File: config.mk
export PLATFORM = sky130hd
export DESIGN_NAME = mem_port_arbiter
export DESIGN_NICKNAME = d
export VERILOG_FILES = /design/src/rtl/mips32_pkg.sv /design/src/rtl/mem_port_prio.sv /design/src/rtl/mem_port_arbiter.sv
export SDC_FILE = /design/constraint.sdc
export NUM_CORES = 1
export LEC_CHECK = 0
export BUFFER_PORTS_ARGS = -buffer_cell sky130_fd_sc_hd__buf_2
export CORE_UTILIZATION = 28
export DETAILED_ROUTE_END_ITERATION = 16
export PLACE_DENSITY = 0.6
export SYNTH_ARGS = -nofsm -noshare
export SYNTH_HDL_FRONTEND = slang
export SYNTH_SLANG_ARGS = --single-unit
File: constraint.sdc
create_clock -name clk1 -period 1.8 [get_ports clk1]
set_input_delay 0.18 -clock clk1 [delete_from_list [all_inputs] [get_ports clk1]]
set_output_delay 0.18 -clock clk1 [all_outputs]
set_load 0.01 [all_outputs]
File: src/rtl/mips32_pkg.sv
// Shared encodings and defaults for the MIPS32 memory-port arbiter.
package mips32_pkg;

  localparam int ADDR_W_DEF = 11;
  localparam int DATA_W_DEF = 32;

  typedef enum logic [1:0] {
    ST_RUN   = 2'd0,
    ST_DRAIN = 2'd1,
    ST_HALT  = 2'd2
  } arb_state_e;

  typedef enum logic [1:0] {
    OWN_NONE = 2'd0,
    OWN_IF   = 2'd1,
    OWN_DATA = 2'd2
  } owner_e;

  function automatic logic [15:0] sat_inc16(input logic [15:0] v);
    return (v == 16'hFFFF) ? v : v + 16'd1;
  endfunction

endpackage

File: src/rtl/mem_port_prio.sv
// Fetch/data priority pick with a saturating starvation counter that
// lets fetch win once it has been denied STARVE_MAX cycles in a row.
module mem_port_prio #(
  parameter int STARVE_MAX = 3
) (
  input  logic clk1,
  input  logic rst,
  input  logic en,
  input  logic i_req,
  input  logic d_req,
  output logic i_win,
  output logic d_win
);

  localparam int CW = (STARVE_MAX < 1) ? 1 : $clog2(STARVE_MAX + 1);
  localparam logic [CW-1:0] STARVE_LIM = CW'(STARVE_MAX);

  logic [CW-1:0] starve_q, starve_d;
  logic          starved;

  always_comb begin
    starved = (starve_q == STARVE_LIM);
    d_win   = en & d_req & ~(i_req & starved);
    i_win   = en & i_req & ~d_win;
    // A denial only counts while fetch is actually asking.
    if (i_req && !i_win)
      starve_d = starved ? starve_q : starve_q + CW'(1);
    else
      starve_d = '0;
  end

  always_ff @(posedge clk1) begin
    if (rst) starve_q <= '0;
    else     starve_q <= starve_d;
  end

endmodule

File: src/rtl/mem_port_arbiter.sv
// Single-port memory arbiter between instruction fetch and data access,
// with one-cycle read return and a RUN/DRAIN/HALT shutdown sequence.
module mem_port_arbiter
  import mips32_pkg::*;
#(
  parameter int ADDR_W     = ADDR_W_DEF,
  parameter int DATA_W     = DATA_W_DEF,
  parameter int STARVE_MAX = 3
) (
  input  logic              clk1,
  input  logic              rst,
  input  logic              i_req,
  input  logic [ADDR_W-1:0] i_addr,
  output logic              i_gnt,
  output logic              i_rvalid,
  output logic [DATA_W-1:0] i_rdata,
  input  logic              d_req,
  input  logic              d_we,
  input  logic [ADDR_W-1:0] d_addr,
  input  logic [DATA_W-1:0] d_wdata,
  output logic              d_gnt,
  output logic              d_rvalid,
  output logic [DATA_W-1:0] d_rdata,
  input  logic              halt_req,
  output logic              halted,
  output logic              mem_en,
  output logic              mem_we,
  output logic [ADDR_W-1:0] mem_addr,
  output logic [DATA_W-1:0] mem_wdata,
  input  logic [DATA_W-1:0] mem_rdata,
  output logic [15:0]       conflict_cnt
);

  arb_state_e        state_q, state_d;
  owner_e            owner_q, owner_d;
  logic              halted_q, halted_d;
  logic [15:0]       conflict_q, conflict_d;
  logic [DATA_W-1:0] i_rdata_q, i_rdata_d;
  logic [DATA_W-1:0] d_rdata_q, d_rdata_d;
  logic              grant_en;
  logic              i_win, d_win;

  assign grant_en = ~rst & (state_q == ST_RUN) & ~halt_req;

  mem_port_prio #(.STARVE_MAX(STARVE_MAX)) u_prio (
    .clk1  (clk1),
    .rst   (rst),
    .en    (grant_en),
    .i_req (i_req),
    .d_req (d_req),
    .i_win (i_win),
    .d_win (d_win)
  );

  always_comb begin
    i_gnt     = i_win;
    d_gnt     = d_win;
    mem_en    = i_win | d_win;
    mem_we    = d_win & d_we;
    mem_addr  = d_win ? d_addr : i_addr;
    mem_wdata = d_wdata;

    // A read issued last cycle is returned now unless reset discards it.
    i_rvalid  = ~rst & (owner_q == OWN_IF);
    d_rvalid  = ~rst & (owner_q == OWN_DATA);
    i_rdata_d = rst ? '0 : (i_rvalid ? mem_rdata : i_rdata_q);
    d_rdata_d = rst ? '0 : (d_rvalid ? mem_rdata : d_rdata_q);
    i_rdata   = i_rdata_d;
    d_rdata   = d_rdata_d;

    if (i_win)               owner_d = OWN_IF;
    else if (d_win && !d_we) owner_d = OWN_DATA;
    else                     owner_d = OWN_NONE;

    state_d = state_q;
    case (state_q)
      ST_RUN:   if (halt_req) state_d = (owner_q != OWN_NONE) ? ST_DRAIN : ST_HALT;
      ST_DRAIN: state_d = ST_HALT;
      ST_HALT:  state_d = ST_HALT;
      default:  state_d = ST_HALT;
    endcase

    conflict_d = (state_q == ST_RUN && i_req && d_req) ? sat_inc16(conflict_q) : conflict_q;
    halted_d   = (state_d == ST_HALT);

    halted       = halted_q;
    conflict_cnt = conflict_q;
  end

  always_ff @(posedge clk1) begin
    if (rst) begin
      state_q    <= ST_RUN;
      owner_q    <= OWN_NONE;
      halted_q   <= 1'b0;
      conflict_q <= '0;
      i_rdata_q  <= '0;
      d_rdata_q  <= '0;
    end else begin
      state_q    <= state_d;
      owner_q    <= owner_d;
      halted_q   <= halted_d;
      conflict_q <= conflict_d;
      i_rdata_q  <= i_rdata_d;
      d_rdata_q  <= d_rdata_d;
    end
  end

endmodule

==> results of run 1 <==
-- per-stage QoR --
stage               TNS (ns)  cells  util (%)  worst slack, ns
detailed placement         0    811     34.89           0.1889
finish               -0.5462    861     46.37         -0.06189
floorplan                  0    522         -           0.1561
global placement           0    811     34.89           0.1688
CTS                  -0.8590    841     39.63         -0.07625
global route          -3.660    861     46.37          -0.1344
-- repair_timing --
item	CTS	global route
hold buffers	1	0
endpoints found under the hold margin	1	0
setup buffers	7	11
cloned	6	11
pin swaps	4	50
setup endpoints to repair	76	77
gates resized for setup	52	227
-- cells in the final DEF (no fill, tap or decap), types with 4 or more instances in the layout --
cell type,instances
nand2_2,10
clkbuf_16,18
a21oi_1,10
o31ai_1,6
nand2_1,73
buf_2,140
or4_1,5
o21ai_0,69
nor2_1,11
mux2_2,13
buf_6,26
nand2_4,55
buf_4,20
buf_12,9
o21ai_2,48
and3_1,4
dfxtp_1,82
o21ai_1,16
or3_1,4
-- registers in the layout, indices dropped and copies added, names as in the netlist --
register and flops:
conflict_cnt 16, d_rdata_q 32, halted 1, i_rdata_q 32, owner_q 2, state_q 2
u_prio.starve_q 2
-- layout make-up --
type	count	area (µm²)
Fill cell	1352	7531
Tap cell	180	225.2
Multi-Input combinational cell	366	2575
Clock inverter	6	70.07
Sequential cell	87	1755
Inverter	4	15.01
Clock buffer	10	229.0
Timing Repair Buffer	208	1642
-- power by group --
group	switching (W)	leakage [nW]	internal, W
Combinational	0.000232	2.34	0.000198
Sequential	0.0000153	0.706	0.00195
Clock	0.000813	0.135	0.00108
-- Yosys cell counts (2+ instances only) --
cell type  count
a211oi_1       2
a21oi_1       10
and3_1         4
buf_2          9
buf_4         32
buf_6          3
clkbuf_1      21
dfxtp_1       87
ha_1           2
inv_1          4
mux2_2        13
nand2_1      137
nand3_1        3
nand4_1        3
nor2_1        11
nor2b_1        3
nor3_1         3
nor3b_2        2
nor4_1         4
o21a_1         2
o21ai_0      133
o31ai_1        6
o41ai_1        2
or3_1          4
or4_1          5
xor2_1         2
-- routing by layer --
layer	share of wire, %	vias up	GRT usage [%]
met5	0	-	0
met4	1.6	0	3.506
met3	6.6	13	7.249
met2	47	131	23.17
met1	45	1944	19.32
li1	-	2091	-
-- cells by family (layout without fill, tap and decap cells) --
kind of cell	Yosys count	after routing	share of synthesized area, %
AND/OR/NAND/NOR	190	190	21.76
adder cells (fa/ha/maj)	2	2	0.6145
XOR/XNOR	2	2	0.4303
buffers and inverters	69	228	10.14
AO/OA/AOI/OAI	158	158	20.44
multiplexers	14	14	3.841
flip-flops	87	87	42.78
-- worst max-delay path: cells and delay by family (launching register included) --
| kind | cells | cell delay (ns) |
|---|---|---|
| buffers and inverters | 2 | 0.29 |
| AND/OR/NAND/NOR | 2 | 0.43 |
| flip-flops | 1 | 0.35 |
| multiplexers | 1 | 0.28 |
-- final timing paths --
check / endpoint / slack, ns / cells after the start
worst max-delay path: mem_addr[1] / -0.06 / 5
worst min-delay path: d_rdata_q[12]$_SDFF_PP0_ / 0.09 / 3
worst max register to register: conflict_cnt[9]$_SDFFE_PP0P_ / 0.12 / 5
worst min register to register: i_rdata_q[25]$_SDFF_PP0_ / 0.48 / 2
==> summary.md, run 1 <==
| Metric | Value |
|---|---|
| Die width | 122.6 µm |
| Largest stage delay, worst path | approximately 0.35 ns |
| Critical path startpoint category | flip-flop |
| Vias in the first global route | ~3600 |
| Fraction of registers with async set or reset after synthesis | 0% |
| Placed instance area | ~0.0049 mm² |
| RSZ-0062 raised after global routing | yes |
| Peak VDD IR | 0.6130 mV |
| Critical-path maximum fanout | 6 |
| Clock buffer depth | 2 |
| Fmax | 537.1 MHz |
| Worst skew pair latency | 0.35 ns |
| Max-Cap Viols | 0 |
| Antenna-violating nets left | 0 |
| Post-Syn Nets | ~620 |
| TritonCTS buffer count | 9 |
| Worst R2R Start | state_q[0]$_SDFF_PP0_ |
| Die area | 0.01503 mm² |
| Hold WS | about 0.085 ns |
| Number of synthesized flops with an enable pin | 0 |
| Fin crit share | 103.4% |
| Vias per Instance | 4.854 |
| Routed WL per cell | 15.10 µm |
| Initial DRC count | around 140 |
| Fin. Hold Viols | 0 |
| CP Capture Type | output pin |
| Ys Warns | 0 |
| Synth top area cells | dfxtp_1 (43%), o21ai_0 (16%), nand2_1 (13%) |
| Failing checks | setup timing |
| Slew HR | around three quarters |
| RePlAce Congestion | 0.8059 |
| Measured slew at the worst slew-check pin | about 0.39 ns |
| Syn Inst Count | approximately 520 |
| Synth area leader | dfxtp_1 |
| Antenna cells | 0 |
| Status | finished with violations |
| Worst Skew | ~0.0075 ns |
| Crit path cell chain | nor4_4 > nand3_2 > buf_6 > mux2_2 > buf_6 |
| Synth-to-layout area growth | 59.93% |
| Largest net degree at the start of global routing | 49 |
| Grt total ovfl | 0 |
| Yosys reg bits | 87 |
| Synthesized area per cell | roughly 7.8 µm² |
| H-tree levels | 3 |
| PD cells | 659.1 mW/mm² |
| CP Launch Point | state_q[0]$_SDFF_PP0_ |
| Initial antenna violation count | 0 |
| Dpl hpwl | between 7000 and 8000 µm |
| Post-synth top area share | approximately 43% |
| Required time worst endpoint | 1.62 ns |
| Crit path time final | 1.862 ns |
| Crit Path Category | flip-flop to output pin |
| Master of the slowest instance on the critical path | dfxtp_4 |
| Worst path most repeated cell | buf_6 |
| Number of remaining DRC errors | 0 |
| Yosys cell types | just over 40 |
| Worst-path clk slew | about 0.070 ns |
| DR pass1 iterations | 4 |
| Leakage power | between 3 and 4 nW |
| # setup viols final | 13 |
| Hold Startpoint | mem_rdata[12] |
| I/O Pins | between 200 and 250 |
| Fin area | around 0.0065 mm² |
| Global-route usage over all layers | 15.23% |
| Hold WC Path Type | primary input to flip-flop |
| Drt total wl | between 10000 and 15000 µm |
| Input/output buffers | 157 |
| Layout cells sized above 1 | between 50% and 60% |
| Rows | between 40 and 50 |
| Clock sinks | just under 90 |
| Mapped cell area | approximately 0.0041 mm² |
| Final WS setup | -0.06189 ns |
| Power, Total | about 0.0043 W |
| Die H | between 100 and 150 µm |
| Sequential share of the synthesized area | 42.78% |
| Clk root buf | clkbuf_16 |
| Vias post-DR | around 4200 |
| Final #Nets | 770 |
| Max Slew Vio Count | 0 |
| Initial Util | roughly 29% |
| Worst path arrival time | roughly 1.7 ns |
| Core area | between 0.01 and 0.015 mm² |
| CTS tree | yes |
| Global-route wire length before repair | 17660 µm |
| Synth Flop Type | dfxtp_1 |
(Power assumes the default switching activity.)
==> inputs of run 2 (changes only) <==
--- a/config.mk
+++ b/config.mk
@@ -6,6 +6,7 @@
 export NUM_CORES = 1
 export LEC_CHECK = 0
 export BUFFER_PORTS_ARGS = -buffer_cell sky130_fd_sc_hd__buf_2
+export CORE_MARGIN = 4
 export CORE_UTILIZATION = 28
 export DETAILED_ROUTE_END_ITERATION = 16
 export PLACE_DENSITY = 0.6
==> summary.md, run 2 (synthesis results as in run 1) <==
| Metric | Value |
|---|---|
| Vias in the first global route | 3947 |
| Fmax | between 500 and 600 MHz |
| Grt total ovfl | 0 |
| Fin crit share | 104.8% |
| Most frequent cells in the layout | buf_2 (136), dfxtp_1 (84), nand2_1 (73) |
| Fin. Hold Viols | 0 |
| Peak VDD IR | roughly 0.55 mV |
| Finished Core Util | between 40% and 50% |
| Final-layout fill cell count | approximately 1300 |
| Seq pwr share | between 40% and 50% |
| Initial Util | 28.99% |
| Dpl hpwl | between 7000 and 8000 µm |
| Switching Fraction | about a quarter |
| Crit path cell chain | nor4_4 > nand3_2 > buf_6 > mux2_2 > buf_6 |
| Die H | between 100 and 150 µm |
| Hold Startpoint | mem_rdata[9] |
| Measured slew at the worst slew-check pin | roughly 0.40 ns |
| Clock buffer depth | 2 |
| Final #Nets | roughly 770 |
| Largest net degree at the start of global routing | 29 |
| Number of remaining DRC errors | 0 |
| Worst R2R Start | state_q[0]$_SDFF_PP0_ |
| Max-Cap Viols | 0 |
| TritonCTS buffer count | 9 |
| Initial antenna violation count | 0 |
| GR Layer Usage met2 | between 20% and 30% |
| Post-Place Worst Slack | ~0.14 ns |
| Die width | between 100 and 150 µm |
| Commonest non-fill, non-tap cell in the layout | buf_2 |
| Critical-path maximum fanout | 7 |
| Critical path startpoint category | flip-flop |
| Slew HR | approximately 73% |
| Hold WC Path Type | primary input to flip-flop |
| PD cells | around 620 mW/mm² |
| Antenna-violating nets left | 0 |
| Worst path arrival time | approximately 1.7 ns |
| Crit path time final | ~1.9 ns |
| Internal cell power | 0.003109 W |
| Cells on worst reg2reg path | 5 |
| GRT Max-Usage Layer | met2 |
| Drt total wl | approximately 15000 µm |
| Worst Skew | 0.006248 ns |
| Failing checks | setup timing |
| Clk root buf | clkbuf_16 |
| Input/output buffers | about 160 |
| Antenna cells | 0 |
| Vias post-DR | roughly 4300 |
| Required time worst endpoint | 1.62 ns |
| Worst skew pair latency | 0.34 ns |
| Vias per Instance | between 4 and 5 |
| RSZ-0062 raised after global routing | yes |
| P_sw | around 0.0011 W |
| Synth-to-layout area growth | 65.92% |
| Gate power share | 10.7% |
| # setup viols final | 23 |
| Clock sinks | 87 |
| RePlAce Congestion | 0.7545 |
| Global-route wire length before repair | 20050 µm |
| I/O Pins | between 200 and 250 |
| Rows | 43 |
| H-tree levels | 3 |
| Worst-path clk slew | 0.07 ns |
| Worst path most repeated cell | buf_6 |
| Routed WL per cell | about 17 µm |
| Status | finished with violations |
| DR pass1 iterations | 4 |
| Leakage power | ~3.3 nW |
| Global-route usage over all layers | 15.25% |
| CTS tree | yes |
| Die area | approximately 0.017 mm² |
| Hold Path Stages | 3 |
| Crit Path Category | flip-flop to output pin |
| CP Capture Type | output pin |
| Worst hold endpoint | i_rdata_q[9]$_SDFF_PP0_ |
| Master of the slowest instance on the critical path | dfxtp_4 |
| Core area | 0.01404 mm² |
| R2r setup slk | 0.14 ns |
| Met3 usage | roughly 5.4% |
| Initial DRC count | between 150 and 200 |
| Largest stage delay, worst path | around 0.35 ns |
| Layout cells sized above 1 | around 55% |
| Max Slew Vio Count | 0 |
| M1 GR Usage | between 15 and 20% |
| Final WS setup | -0.08675 ns |
| RR Endpoint | conflict_cnt[14]$_SDFFE_PP0P_ |
| Clock power share | roughly 43% |
run 2: cell count changes in the layout (fill, tap and decap cells not counted), sizes merged:
cell      previous run  this run
clkinv               1         2
clkinvlp             3         2
inv                  5         7
bufinv               1         0
bufbuf               0         1
buf                198       200
run 2: power by group through the flow:
| stage | clock (W) | sequential, W | combinational, W |
|---|---|---|---|
| after floorplan | 0 | 0.00201 | 0.000215 |
| after global placement | 0 | 0.00201 | 0.000304 |
| after detailed placement | 0 | 0.00201 | 0.000305 |
| after CTS | 0.00184 | 0.00196 | 0.000373 |
| after global routing | 0.00191 | 0.00197 | 0.000485 |
| final | 0.00179 | 0.00197 | 0.000452 |
run 2: per-stage QoR:
step           cells  power [W]  hold WS [ns]  setup TNS [ns]  area, µm²
6_report         865   0.004207       0.09769         -0.9698       6755
5_1_grt          865   0.004361       0.08328          -6.439       6755
4_1_cts          842   0.004173       0.04559          -1.329       5634
3_5_place_dp     807   0.002316        0.3601               0       4857
3_3_place_gp     807   0.002314        0.3601               0       4857
2_1_floorplan    522   0.002225        0.2568               0       4071
run 2: worst max-delay path by stage:
stage | startpoint | endpoint | slack, ns | cells after the start
after CTS | state_q[0]$_SDFF_PP0_ | mem_addr[3] | -0.09 | 5
after global routing | state_q[0]$_SDFF_PP0_ | mem_addr[3] | -0.20 | 5
final | state_q[0]$_SDFF_PP0_ | mem_addr[10] | -0.09 | 5
after global placement | conflict_cnt[5]$_SDFFE_PP0P_ | conflict_cnt[15]$_SDFFE_PP0P_ | 0.16 | 4
after floorplan | conflict_cnt[4]$_SDFFE_PP0P_ | conflict_cnt[15]$_SDFFE_PP0P_ | 0.16 | 4
after detailed placement | conflict_cnt[5]$_SDFFE_PP0P_ | conflict_cnt[15]$_SDFFE_PP0P_ | 0.14 | 4
run 2: per-layer routing:
metal	part of all wire [%]	vias up
met3	6.6	23
met2	46	138
li1	-	2098
met4	1.4	0
met5	0	-
met1	46	2061
run 2: final cells by class:
| type | count | area, µm² | share of cell area, % |
|---|---|---|---|
| clock inverter | 7 | 55.05 | 0.8150 |
| tap | 180 | 225.2 | 3.334 |
| inverter | 4 | 15.01 | 0.2223 |
| multi-input combinational | 366 | 2671 | 39.54 |
| timing repair buffer | 212 | 1810 | 26.80 |
| sequential | 87 | 1753 | 25.95 |
| clock buffer | 9 | 225.2 | 3.334 |
run 2: worst max-delay path, delay by kind of cell (launching register included):
| kind | cells | cell delay [ns] |
|---|---|---|
| multiplexers | 1 | 0.28 |
| AND/OR/NAND/NOR | 2 | 0.44 |
| buffers and inverters | 2 | 0.29 |
| flip-flops | 1 | 0.35 |
run 2: timing repair:
action | 4_1_cts | 5_1_grt
gates cloned | 8 | 13
pin swaps | 5 | 67
setup endpoints to repair | 76 | 82
gates resized for setup | 95 | 214
hold buffers | 1 | 0
setup buffers | 10 | 13
hold endpoints to repair | 1 | 0
